===== src/rtl/sensor_scanner.sv =====
// Scans NUM_SENSORS mux-selected sensor lines into a frame and hands it off over valid/ready.
// Optional macro SENSOR_SCANNER_CHANGE_ONLY_EN suppresses frames identical to the last one delivered.
module sensor_scanner #(
  parameter int NUM_SENSORS   = 4,
  parameter int SETTLE_CYCLES = 2,
  localparam int SEL_W        = $clog2(NUM_SENSORS)
) (
  input  logic                   clk,
  input  logic                   rst,
  input  logic                   scan_en,
  input  logic                   sensor_in,
  input  logic                   frame_ready,
  output logic [SEL_W-1:0]       mux_sel,
  output logic [NUM_SENSORS-1:0] sensors,
  output logic                   frame_valid,
  output logic                   scan_busy
);

  // state   | meaning
  // IDLE    | waiting for scan_en
  // SETTLE  | select driven, waiting SETTLE_CYCLES for the mux output to settle
  // SAMPLE  | capture sensor_in into the shadow bit for the current channel
  // PRESENT | frame offered to the consumer until frame_ready
  typedef enum logic [1:0] {S_IDLE, S_SETTLE, S_SAMPLE, S_PRESENT} state_t;

  localparam int CNT_W = (SETTLE_CYCLES > 1) ? $clog2(SETTLE_CYCLES) : 1;
  localparam logic [CNT_W-1:0] LAST_CNT = CNT_W'(SETTLE_CYCLES - 1);
  localparam logic [SEL_W-1:0] LAST_SEL = SEL_W'(NUM_SENSORS - 1);

  state_t                 r_state;
  logic [CNT_W-1:0]       r_cnt;
  logic [SEL_W-1:0]       r_mux_sel;
  logic [NUM_SENSORS-1:0] r_shadow;
  logic [NUM_SENSORS-1:0] r_sensors;
  logic                   r_frame_valid;
  logic                   r_scan_busy;
  logic [NUM_SENSORS-1:0] w_frame;
  logic                   w_skip;

  // Shadow with this cycle's sample merged in, so the last channel lands in the frame directly.
  always_comb begin
    w_frame            = r_shadow;
    w_frame[r_mux_sel] = sensor_in;
  end

`ifdef SENSOR_SCANNER_CHANGE_ONLY_EN
  logic [NUM_SENSORS-1:0] r_last_delivered;
  logic                   r_delivered_any;

  always_ff @(posedge clk) begin
    if (rst) begin
      r_last_delivered <= '0;
      r_delivered_any  <= 1'b0;
    end else if (r_state == S_PRESENT && frame_ready) begin
      r_last_delivered <= r_sensors;
      r_delivered_any  <= 1'b1;
    end
  end

  assign w_skip = r_delivered_any && (w_frame == r_last_delivered);
`else
  assign w_skip = 1'b0;
`endif

  always_ff @(posedge clk) begin
    if (rst) begin
      r_state       <= S_IDLE;
      r_cnt         <= '0;
      r_mux_sel     <= '0;
      r_shadow      <= '0;
      r_sensors     <= '0;
      r_frame_valid <= 1'b0;
      r_scan_busy   <= 1'b0;
    end else begin
      case (r_state)
        S_IDLE: begin
          if (scan_en) begin
            r_state     <= S_SETTLE;
            r_mux_sel   <= '0;
            r_cnt       <= '0;
            r_scan_busy <= 1'b1;
          end
        end
        S_SETTLE, S_SAMPLE: begin
          if (!scan_en) begin
            // Abort drops the partial frame; sensors keeps the last delivered value.
            r_state     <= S_IDLE;
            r_mux_sel   <= '0;
            r_cnt       <= '0;
            r_shadow    <= '0;
            r_scan_busy <= 1'b0;
          end else if (r_state == S_SETTLE) begin
            r_cnt <= r_cnt + CNT_W'(1);
            if (r_cnt == LAST_CNT) r_state <= S_SAMPLE;
          end else begin
            r_shadow <= w_frame;
            r_cnt    <= '0;
            if (r_mux_sel != LAST_SEL) begin
              r_mux_sel <= r_mux_sel + SEL_W'(1);
              r_state   <= S_SETTLE;
            end else if (w_skip) begin
              r_mux_sel <= '0;
              r_state   <= S_SETTLE;
            end else begin
              r_sensors     <= w_frame;
              r_frame_valid <= 1'b1;
              r_scan_busy   <= 1'b0;
              r_state       <= S_PRESENT;
            end
          end
        end
        S_PRESENT: begin
          if (frame_ready) begin
            r_frame_valid <= 1'b0;
            r_mux_sel     <= '0;
            r_cnt         <= '0;
            r_scan_busy   <= scan_en;
            r_state       <= scan_en ? S_SETTLE : S_IDLE;
          end
        end
        default: r_state <= S_IDLE;
      endcase
    end
  end

  assign mux_sel     = r_mux_sel;
  assign sensors     = r_sensors;
  assign frame_valid = r_frame_valid;
  assign scan_busy   = r_scan_busy;

endmodule


===== config.mk =====
export PLATFORM = sky130hd
export DESIGN_NAME = sensor_scanner
export DESIGN_NICKNAME = d
export VERILOG_FILES = /design/src/rtl/sensor_scanner.sv
export SDC_FILE = /design/constraint.sdc
export NUM_CORES = 1
export LEC_CHECK = 0
export CAP_MARGIN = 20
export CORE_MARGIN = 4
export CORE_UTILIZATION = 39
export DETAILED_ROUTE_END_ITERATION = 7
export GPL_ROUTABILITY_DRIVEN = 0
export PLACE_DENSITY = 0.65
export SYNTH_ARGS = -nofsm -noshare
export SYNTH_HDL_FRONTEND = slang
export SYNTH_SLANG_ARGS = --single-unit

===== constraint.sdc =====
create_clock -name clk -period 1.95 [get_ports clk]
set_clock_uncertainty 0.1 [all_clocks]
set_input_delay 0.2925 -clock clk [delete_from_list [all_inputs] [get_ports clk]]
set_output_delay 0.2925 -clock clk [all_outputs]
set_load 0.1 [all_outputs]

* Word level (Yosys, flattened, before mapping)
Cells that the tools add are included.
** Cells by class
- Add/sub/neg operators :: 2
- Multipliers :: 0
- Divide/modulo/power cells :: 0
- Order comparisons :: 2
- Eq/ne operators :: 14
- Shift operators :: 0
- Muxes and demuxes :: 34
- Bitwise logic cells :: 2
- Reductions and logical operators :: 11
** Operators by type and width (number)
- $mux 2 :: 11
- $mux 1 :: 14
- $ne 2x2->1 const B :: 7
- $pmux 2 s3 :: 2
- $reduce_and 4->1 :: 3
- $ne 3x3->1 const B :: 3
- $mux 4 :: 2
- $pmux 1 s3 :: 2
- $reduce_and 5->1 :: 1
- $bwmux 4 :: 1
- $eq 2x2->1 const B :: 2
- $ne 4x4->1 const B :: 1
- $reduce_and 2->1 :: 2
- $lt 2x3->1 const B :: 1
- $reduce_and 3->1 :: 1
- $add 2x1->2 const B :: 1
- $demux 1 s2 :: 1
- $eq 2x1->1 const B :: 1
- $ge 2x1->1 const B :: 1
- $logic_not 2->1 :: 1
- $not 1->1 :: 2
- $pmux 1 s2 :: 1
- $reduce_bool 2->1 :: 1
- $reduce_or 2->1 :: 1
- 2 further kinds :: 2
** Storage, ports and cells
- Register bits after elaboration :: 15
- Bits in latches :: 0
- Memory bits (writable) :: 0
- Bits in read-only memories :: 0
- Output and inout bits :: 8
- Logic and storage cells :: 72
- Memories :: 0

* Depth between registers and ports, before layout
Gate-level depths: netlist (run 1).
- Depth in word-level cells :: 7
- Gate-level depth with buffers :: 6
- Mapped depth without buffers :: 5

* Least setup slack after synthesis (run 1)
No wires, ideal clock.
- Path type :: register -> register
- From :: register r_mux_sel[0], in the netlist mux_sel[0]
- To :: register r_sensors[0], in the netlist sensors[0]
- Setup time :: 0.086 ns
- Arrival time :: 1.961 ns
- Required time :: 1.764 ns
- Slack :: -0.196 ns
- Stages on the path, launching flop included :: 6
- Path buffers :: 1
- Period minus slack after synthesis :: 2.146 ns
- Path through :: dfxtp_1 > ha_1 > and4b_1 > clkbuf_1 > nor2_1 > a211oi_1
** Between the ends
- Cells in the longest elaborated chain, start to end :: 5
- Elaborated cells between the ends (all ways) :: 9
** RTL lines
- from (decl) :: line 32 : logic [SEL_W-1:0] r_mux_sel;
- from (signal assigned) :: line 99 : r_mux_sel <= r_mux_sel + SEL_W'(1);
- $lt 2x3->1 (not written as such) or $ge 2x1->1 (tied branches) :: line 43 : w_frame[r_mux_sel] = sensor_in;
- $logic_and 1x1->1 (not written as such) :: line 43
- $mux 1 (not written as such) :: line 43
- $demux 1 s2 :: line 43
- $bwmux 4 :: line 43
- to (signal assigned) :: line 105 : r_sensors <= w_frame;
- to (decl) :: line 34 : logic [NUM_SENSORS-1:0] r_sensors;
Parallel ways exist; a longest one is shown, timed or not.
A chain may end at the register's enable or synchronous reset.

* Worst setup path after layout (run 1)
- From :: register r_state[1]
- To :: register r_state[0]
** Between the ends
- Cells in the longest elaborated chain, start to end :: 4
- Elaborated cells between the ends (all ways) :: 12
** RTL lines
- from (decl) :: line 30 : state_t r_state;
- from (signal assigned) :: line 118 : r_state <= scan_en ? S_SETTLE : S_IDLE;
- $eq 2x1->1 or $eq 2x2->1 (tied branches) :: line 75, 92
- $reduce_or 2->1 or $mux 2 (tied branches) :: line 75, 92
- $ne 4x4->1 (no line) or $mux 2 (tied branches)
- $reduce_and 3->1 (no line) or $pmux 2 s3 (tied branches)
Parallel ways exist; a longest one is shown, timed or not.

==> impl_metrics.tcl, run 1 <==
set metrics [dict create \
    startpoint "r_state[1]$_SDFFE_PP0P_" \
    die_w_um 56.8 \
    synth_area_leaders "dfxtp_1 32%, ha_1 12%, mux2i_1 4.3%, nor4bb_1 4.3%, a21oi_1 3.2%" \
    min_period_over_period 0.958 \
    max_freq_ghz 0.535 \
    io_buffers 12 \
    crit_path_end_kind "flop" \
    ys_async_sr_fraction 0 \
    dr.pass1.iters 5 \
    yosys_most_used_dff "dfxtp_1" \
    pin_count 13 \
    power_mw 0.720 \
    finish.net_count 137 \
    cap_violations 0 \
    dpl.cell_count 146 \
    p_int_mw 0.481 \
    floorplan.rows 17 \
    yosys_warnings 0 \
    fin_tns_setup_ps 0 \
    wire_per_inst_um 13.4 \
    drive_gt1_frac 0.238 \
    run_status "complete, no violations" \
    synth_edf_count 0 \
    antenna_found_initial 0 \
    dpl.hpwl_um 1520 \
    post_cts_buffers 0 \
    grt_pass1_wl_um 3400 \
    antenna_left 0 \
    tightest_slew_ps 407 \
    fin_util 0.509 \
    cts_buffers 3 \
    fin_crit_ps 1870 \
    seq_power_share 0.459 \
    vias_per_cell 5.71 \
    cts.sinks 15 \
    setup_viol 0 \
    drt_iter0_drc 18 \
    synth_cell_type_count 35 \
    p_leak_nw 0.482 \
    stdcell_count 150 \
    cts_tree "done" \
    worstPathMaxFanout 5 \
    final_hold_viol_count 0 \
    synthToLayoutAreaGrowth_pct 22.5 \
    synth_area_per_cell_um2 9.00 \
    yosysTopAreaCellShare 0.324 \
    crit_type "flop to flop" \
    clock_path_buffers 2 \
    syn_area_um2 927 \
    ys_ff_latch 15 \
    worstHoldPathType "flop to flop" \
    fp.dieH_um 56.8 \
    overflow 0 \
    finalWirelength_um 2010 \
    cts_max_level 1 \
    p_sw_frac 0.332 \
    clk_latency_ps 280 \
    r2r-start "r_state[1]$_SDFFE_PP0P_" \
    rsz0062_at_grt "false" \
    die_area_um2 3220 \
    clockPowerShare 0.253 \
    cts-root-buf "clkbuf_4" \
    start_kind "flop" \
    synthesis.instances 103 \
    worst-endpoint-required_ps 2050 \
    start_util 0.415 \
    slew_headroom 0.728 \
    p_sw_mw 0.239 \
    drc_errors 0 \
    grt_usage 0.133 \
    power_frac_comb 0.288 \
    num_antenna_cells 0 \
    vdd.ir_drop.worst_mv 0.359 \
    cts_resized 0 \
    pwr_density_cell_nw_per_um2 634 \
    grt_max_degree 14 \
    clk_pin_slew_ps 90 \
    arrival_ps 1970 \
    cts_hold_buffers 0 \
    synth_fp_nets 117 \
    yosys.area.top_type "dfxtp_1" \
    grt_pass1_vias 748 \
    coreArea_um2 2230 \
    holdPathStages 2 \
    final-max-slew-violation-count 0 \
    hp-start "r_shadow[3]$_SDFFE_PP0P_" \
    ys_seq_area_frac 0.324 \
    vias 856 \
    r2r_cells 5 \
]
-- cell families after synthesis --
logic type | count (synthesis) | share of synthesized area
AOI/OAI and AO/OA | 27 | 0.200
adders and majority gates | 9 | 0.121
buffers and inverters | 12 | 0.0661
DFF | 15 | 0.324
muxes | 4 | 0.0432
and+or+nand+nor | 36 | 0.246
-- synthesized netlist by cell type, types with 3 or more instances --
cell	n
clkbuf_1	3
ha_1	9
inv_1	6
nor4bb_1	4
or4_1	3
a21oi_1	6
nor2b_1	4
nor2_1	4
nor3_1	3
mux2i_1	4
nand2_1	8
dfxtp_1	15
a211oi_1	4
o21ai_0	5
-- final timing paths --
path,endpoint,slack (ps)
setup / recovery,r_state[0]$_SDFFE_PP0P_,80
hold / removal,r_shadow[3]$_SDFFE_PP0P_,380
setup reg to reg,r_state[0]$_SDFFE_PP0P_,80
hold reg to reg,r_shadow[3]$_SDFFE_PP0P_,380
-- sequential cells by signal (all words and copies together), names as in the netlist --
signal / count
r_cnt: 1
r_shadow: 4
r_state: 2
sensors: 4
mux_sel: 2
frame_valid: 1
scan_busy: 1
-- layout make-up --
cell class                      count  area, um2
Clock inverter                      1       5.00
Inverter                            6       22.5
Clock buffer                        3       22.5
Tap cell                           28       35.0
Fill cell                         228       1100
Multi-Input combinational cell     76        578
Timing Repair Buffer               21        168
Sequential cell                    15        305
-- per-layer routing --
metal	vias up	GRT usage	routed length (um)
met2	26	0.200	901
met3	2	0.0437	116
li1	421	-	-
met1	407	0.177	978
met5	-	0	0
met4	0	0.0464	14
-- critical path, stage by stage, from the launching register on --
cell and delay, ps:
dfxtp_2 380, inv_1 80, ha_1 220, and3b_1 220, or4_1 510, a221oi_2 270
-- stage by stage --
| step | hold slack [ps] | setup WS [ps] | area, um2 |
|---|---|---|---|
| 2_1_floorplan | 302 | 143 | 930 |
| 3_3_place_gp | 358 | 26.1 | 1090 |
| 3_5_place_dp | 368 | -36.8 | 1090 |
| 4_1_cts | 384 | 40.9 | 1120 |
| 5_1_grt | 412 | 6.31 | 1140 |
| 6_report | 383 | 81.3 | 1140 |
-- cell usage in the layout, fill, tap and decap left out, types with 5 or more instances in the layout --
master,count
inv_1,6
nand2_1,8
o21ai_0,5
dfxtp_1,11
buf_4,17
a21oi_1,6
ha_1,9
-- power by group through the flow --
stage | combinational [mW] | sequential, mW | clock (mW)
after floorplan | 0.109 | 0.370 | 0
after global placement | 0.196 | 0.336 | 0
after detailed placement | 0.201 | 0.336 | 0
after CTS | 0.201 | 0.329 | 0.191
after global routing | 0.226 | 0.332 | 0.203
final | 0.207 | 0.330 | 0.182
(Power assumes the default switching activity.)
==> inputs of run 2 (changes only) <==
--- a/config.mk
+++ b/config.mk
@@ -6,11 +6,11 @@
 export NUM_CORES = 1
 export LEC_CHECK = 0
 export CAP_MARGIN = 20
-export CORE_MARGIN = 4
 export CORE_UTILIZATION = 39
 export DETAILED_ROUTE_END_ITERATION = 7
 export GPL_ROUTABILITY_DRIVEN = 0
 export PLACE_DENSITY = 0.65
+export SLEW_MARGIN = 20
 export SYNTH_ARGS = -nofsm -noshare
 export SYNTH_HDL_FRONTEND = slang
 export SYNTH_SLANG_ARGS = --single-unit
==> impl_metrics.tcl, run 2 (synthesis gave the netlist of run 1 again) <==
set metrics [dict create \
    nFillCells 220 \
    drt_iter0_drc 15 \
    cts-root-buf "clkbuf_4" \
    antenna_found_initial 0 \
    reg2reg_slack_ps 120 \
    fin_crit_ps 1830 \
    cts_buffers 3 \
    worstHoldPathType "flop to flop" \
    cap_violations 0 \
    vdd.ir_drop.worst_mv 0.274 \
    final_hold_viol_count 0 \
    p_leak_nw 0.473 \
    clk_latency_ps 280 \
    finalWirelength_um 1910 \
    floorplan.rows 17 \
    hp-start "r_shadow[2]$_SDFFE_PP0P_" \
    multiInputGateArea_um2 572 \
    start_util 0.415 \
    cts.sinks 15 \
    worst-endpoint-required_ps 2030 \
    r2r-end "r_state[0]$_SDFFE_PP0P_" \
    synthToLayoutAreaGrowth_pct 20.9 \
    crit_type "flop to flop" \
    path_cells "inv_1 -> ha_1 -> nor2b_1 -> or4_1 -> a221oi_1" \
    fin_tns_setup_ps 0 \
    max_freq_ghz 0.545 \
    cts_tree "done" \
    grt_pass1_vias 732 \
    hold_path_end "r_shadow[2]$_SDFFE_PP0P_" \
    crit_path_end_kind "flop" \
    cts_max_level 1 \
    tightest_slew_ps 408 \
    start_kind "flop" \
    dr.pass1.iters 4 \
    post_cts_buffers 0 \
    drc_errors 0 \
    num_antenna_cells 0 \
    arrival_ps 1920 \
    die_area_um2 2580 \
    r2r_cells 5 \
    run_status "complete, no violations" \
    holdPathStages 2 \
    final-max-slew-violation-count 0 \
    pin_count 13 \
    final_common_cell "buf_4" \
    vias_per_cell 5.36 \
    clock_path_buffers 2 \
    overflow 0 \
    slew_headroom 0.728 \
    die_w_um 50.8 \
    fp.dieH_um 50.8 \
    drive_gt1_frac 0.215 \
    layout_common_cells "16 x buf_4, 11 x dfxtp_1, 9 x ha_1" \
    ff_latch_area_um2 305 \
    critPathSlowestCell "or4_1" \
    dpl.hpwl_um 1410 \
    wire_per_inst_um 12.8 \
    io_buffers 12 \
    clk_pin_slew_ps 90 \
    grt_pass1_wl_um 3200 \
    antenna_left 0 \
    min_period_over_period 0.941 \
    worstPathMaxFanout 6 \
    max_stage_delay_ps 520 \
    finish.net_count 136 \
    r2r-start "r_state[0]$_SDFFE_PP0P_" \
    coreArea_um2 2230 \
    grt_usage 0.166 \
    pwr_density_cell_nw_per_um2 631 \
    hold_ws_ps 380 \
    grt_max_degree 14 \
    rsz0062_at_grt "false" \
    vias 798 \
    setup_viol 0 \
]
[run 2: timing repair]
action                                  4_1_cts  5_1_grt
endpoints found under the setup margin        0        4
gates resized for setup                       0        3
hold buffers                                  0        0
[run 2: how the worst max path moves through the flow]
stage / start / endpoint
5_1_grt: r_state[1]$_SDFFE_PP0P_ / r_state[0]$_SDFFE_PP0P_
3_5_place_dp: scan_en / r_state[0]$_SDFFE_PP0P_
4_1_cts: r_state[1]$_SDFFE_PP0P_ / r_state[0]$_SDFFE_PP0P_
2_1_floorplan: r_state[1]$_SDFFE_PP0P_ / r_state[0]$_SDFFE_PP0P_
6_report: r_state[0]$_SDFFE_PP0P_ / r_state[0]$_SDFFE_PP0P_
3_3_place_gp: scan_en / mux_sel[1]$_SDFFE_PP0P_
[run 2: metrics by stage]
stage	instances	cell area [um2]	total power, mW	setup slack [ps]	util
finish	149	1120	0.708	116	0.502
detailed placement	145	1090	0.533	-52.6	0.486
global placement	145	1090	0.531	19.6	0.486
CTS	149	1110	0.712	16.4	0.498
global route	149	1120	0.752	21.5	0.502
floorplan	103	930	0.479	143	-
[run 2: area by class of cell]
class,count,area share
Multi-Input combinational cell,76,0.510
Sequential cell,15,0.272
Timing Repair Buffer,20,0.143
Tap cell,28,0.0312
Clock buffer,4,0.0234
Inverter,6,0.0201
[run 2: where the power goes]
part,switching [mW],leakage (nW),total (mW),internal [mW]
combinational,0.116,0.334,0.199,0.0825
clock,0.100,0.0150,0.180,0.0793
sequential,0.0103,0.123,0.329,0.319
[run 2: critical path, delay by kind of cell, from the launching register on]
kind / cells / cell delay (ps)
buf+inv: 1 / 80
flops: 1 / 370
simple gates: 2 / 710
fa+ha+maj: 1 / 200
compound gates: 1 / 290
[run 2: layer usage]
metal	global-route usage	vias to the layer above	part of all wire
met5	0	-	0
met3	0.0273	2	0.027
met2	0.256	10	0.45
met4	0.0694	0	0.0073
li1	-	418	-
met1	0.228	368	0.52
==> inputs of run 3 (changes only) <==
--- a/config.mk
+++ b/config.mk
@@ -6,10 +6,12 @@
 export NUM_CORES = 1
 export LEC_CHECK = 0
 export CAP_MARGIN = 20
+export CORE_MARGIN = 4
 export CORE_UTILIZATION = 39
 export DETAILED_ROUTE_END_ITERATION = 7
 export GPL_ROUTABILITY_DRIVEN = 0
 export PLACE_DENSITY = 0.65
+export RECOVER_POWER = 25
 export SLEW_MARGIN = 20
 export SYNTH_ARGS = -nofsm -noshare
 export SYNTH_HDL_FRONTEND = slang
==> impl_metrics.tcl, run 3 (synthesis gave the netlist of run 1 again) <==
set metrics [dict create \
    run_status "complete, no violations" \
    dr.pass1.iters 5 \
    rsz0062_at_grt "false" \
    drive_gt1_frac 0.238 \
    nFillCells 231 \
    final_common_cell "buf_4" \
    num_antenna_cells 0 \
    clk_latency_ps 280 \
    finish.net_count 137 \
    cts.sinks 15 \
    cts_max_level 1 \
    antenna_found_initial 0 \
    cts-root-buf "clkbuf_4" \
    vdd.ir_drop.worst_mv 0.360 \
    crit_type "flop to flop" \
    dpl.hpwl_um 1520 \
    vias 852 \
    drt_iter0_drc 18 \
    worstHoldPathType "flop to flop" \
    crit_path_end_kind "flop" \
    fin_crit_ps 1890 \
    min_period_over_period 0.969 \
    start_util 0.415 \
    pwr_density_cell_nw_per_um2 639 \
    clk_pin_slew_ps 90 \
    cts_hold_buffers 0 \
    final-max-slew-violation-count 0 \
    io_buffers 12 \
    arrival_ps 1990 \
    die_w_um 56.8 \
    r2r-start "r_state[1]$_SDFFE_PP0P_" \
    hp-start "r_shadow[3]$_SDFFE_PP0P_" \
    clock_path_buffers 2 \
    synthToLayoutAreaGrowth_pct 21.2 \
    stdcell_count 150 \
    grt_usage 0.133 \
    start_kind "flop" \
    worst-endpoint-required_ps 2050 \
    die_area_um2 3220 \
    drc_errors 0 \
    cts_buffers 3 \
    grt_pass1_vias 748 \
    setup_viol 0 \
    layout_common_cells "12 x buf_4, 11 x dfxtp_1, 9 x ha_1" \
    cap_violations 0 \
    dpl.cell_count 146 \
    cts_tree "done" \
    antenna_left 0 \
    grt_max_degree 14 \
    startpoint "r_state[1]$_SDFFE_PP0P_" \
    wire_per_inst_um 13.5 \
    slew_headroom 0.638 \
    pin_count 13 \
    coreArea_um2 2230 \
    final_hold_viol_count 0 \
    fin_util 0.503 \
    fp.dieH_um 56.8 \
    vias_per_cell 5.68 \
    floorplan.rows 17 \
    grt_pass1_wl_um 3400 \
    p_leak_nw 0.478 \
    fin_tns_setup_ps 0 \
    finalWirelength_um 2020 \
    overflow 0 \
    tightest_slew_ps 546 \
    max_freq_ghz 0.529 \
    power_mw 0.719 \
    worstPathMaxFanout 5 \
]
## run 3: metrics by stage
step	area [um2]	setup WS (ps)	hold slack [ps]
after floorplan	930	143	302
after global placement	1090	26.1	358
after detailed placement	1090	-36.8	368
after CTS	1120	40.9	384
after global routing	1120	6.31	412
final	1120	61.4	383
## run 3: critical path, stage by stage, from the launching register on
cell and delay [ps]:
dfxtp_2 380, inv_1 80, ha_1 220, and3b_1 220, or4_1 520, a221oi_2 270
## run 3: final cells by class
| class | count | area, um2 | area share |
|---|---|---|---|
| Clock buffer | 3 | 22.5 | 0.0200 |
| Clock inverter | 1 | 5.00 | 0.00445 |
| Inverter | 6 | 22.5 | 0.0200 |
| Multi-Input combinational cell | 76 | 578 | 0.514 |
| Sequential cell | 15 | 305 | 0.272 |
| Tap cell | 28 | 35.0 | 0.0312 |
| Timing Repair Buffer | 21 | 155 | 0.138 |
## run 3: worst paths after layout
kind                            slack, ps  depth (start not counted)                  endpoint
worst max-delay path                   60                          5   r_state[0]$_SDFFE_PP0P_
worst min register to register        380                          2  r_shadow[3]$_SDFFE_PP0P_
worst min-delay path                  380                          2  r_shadow[3]$_SDFFE_PP0P_
worst max register to register         60                          5   r_state[0]$_SDFFE_PP0P_
## run 3: per-layer routing
| metal | global-route usage | vias up | routed length [um] |
|---|---|---|---|
| met1 | 0.177 | 406 | 988 |
| met3 | 0.0437 | 2 | 120 |
| met4 | 0.0464 | 0 | 14 |
| li1 | - | 420 | - |
| met5 | 0 | - | 0 |
| met2 | 0.200 | 24 | 899 |
## run 3: repair_timing
item                                   4_1_cts  5_1_grt
setup buffers                                0        0
gates resized for setup                      0        4
setup endpoints to repair                    0        6
endpoints found under the hold margin        0        0
## run 3: report_power, final
part	switching, mW	total (mW)	leakage (nW)	internal [mW]
Combinational	0.122	0.206	0.337	0.0835
Sequential	0.0113	0.330	0.123	0.319
Clock	0.106	0.182	0.0177	0.0761
Total	0.240	0.719	0.478	0.479
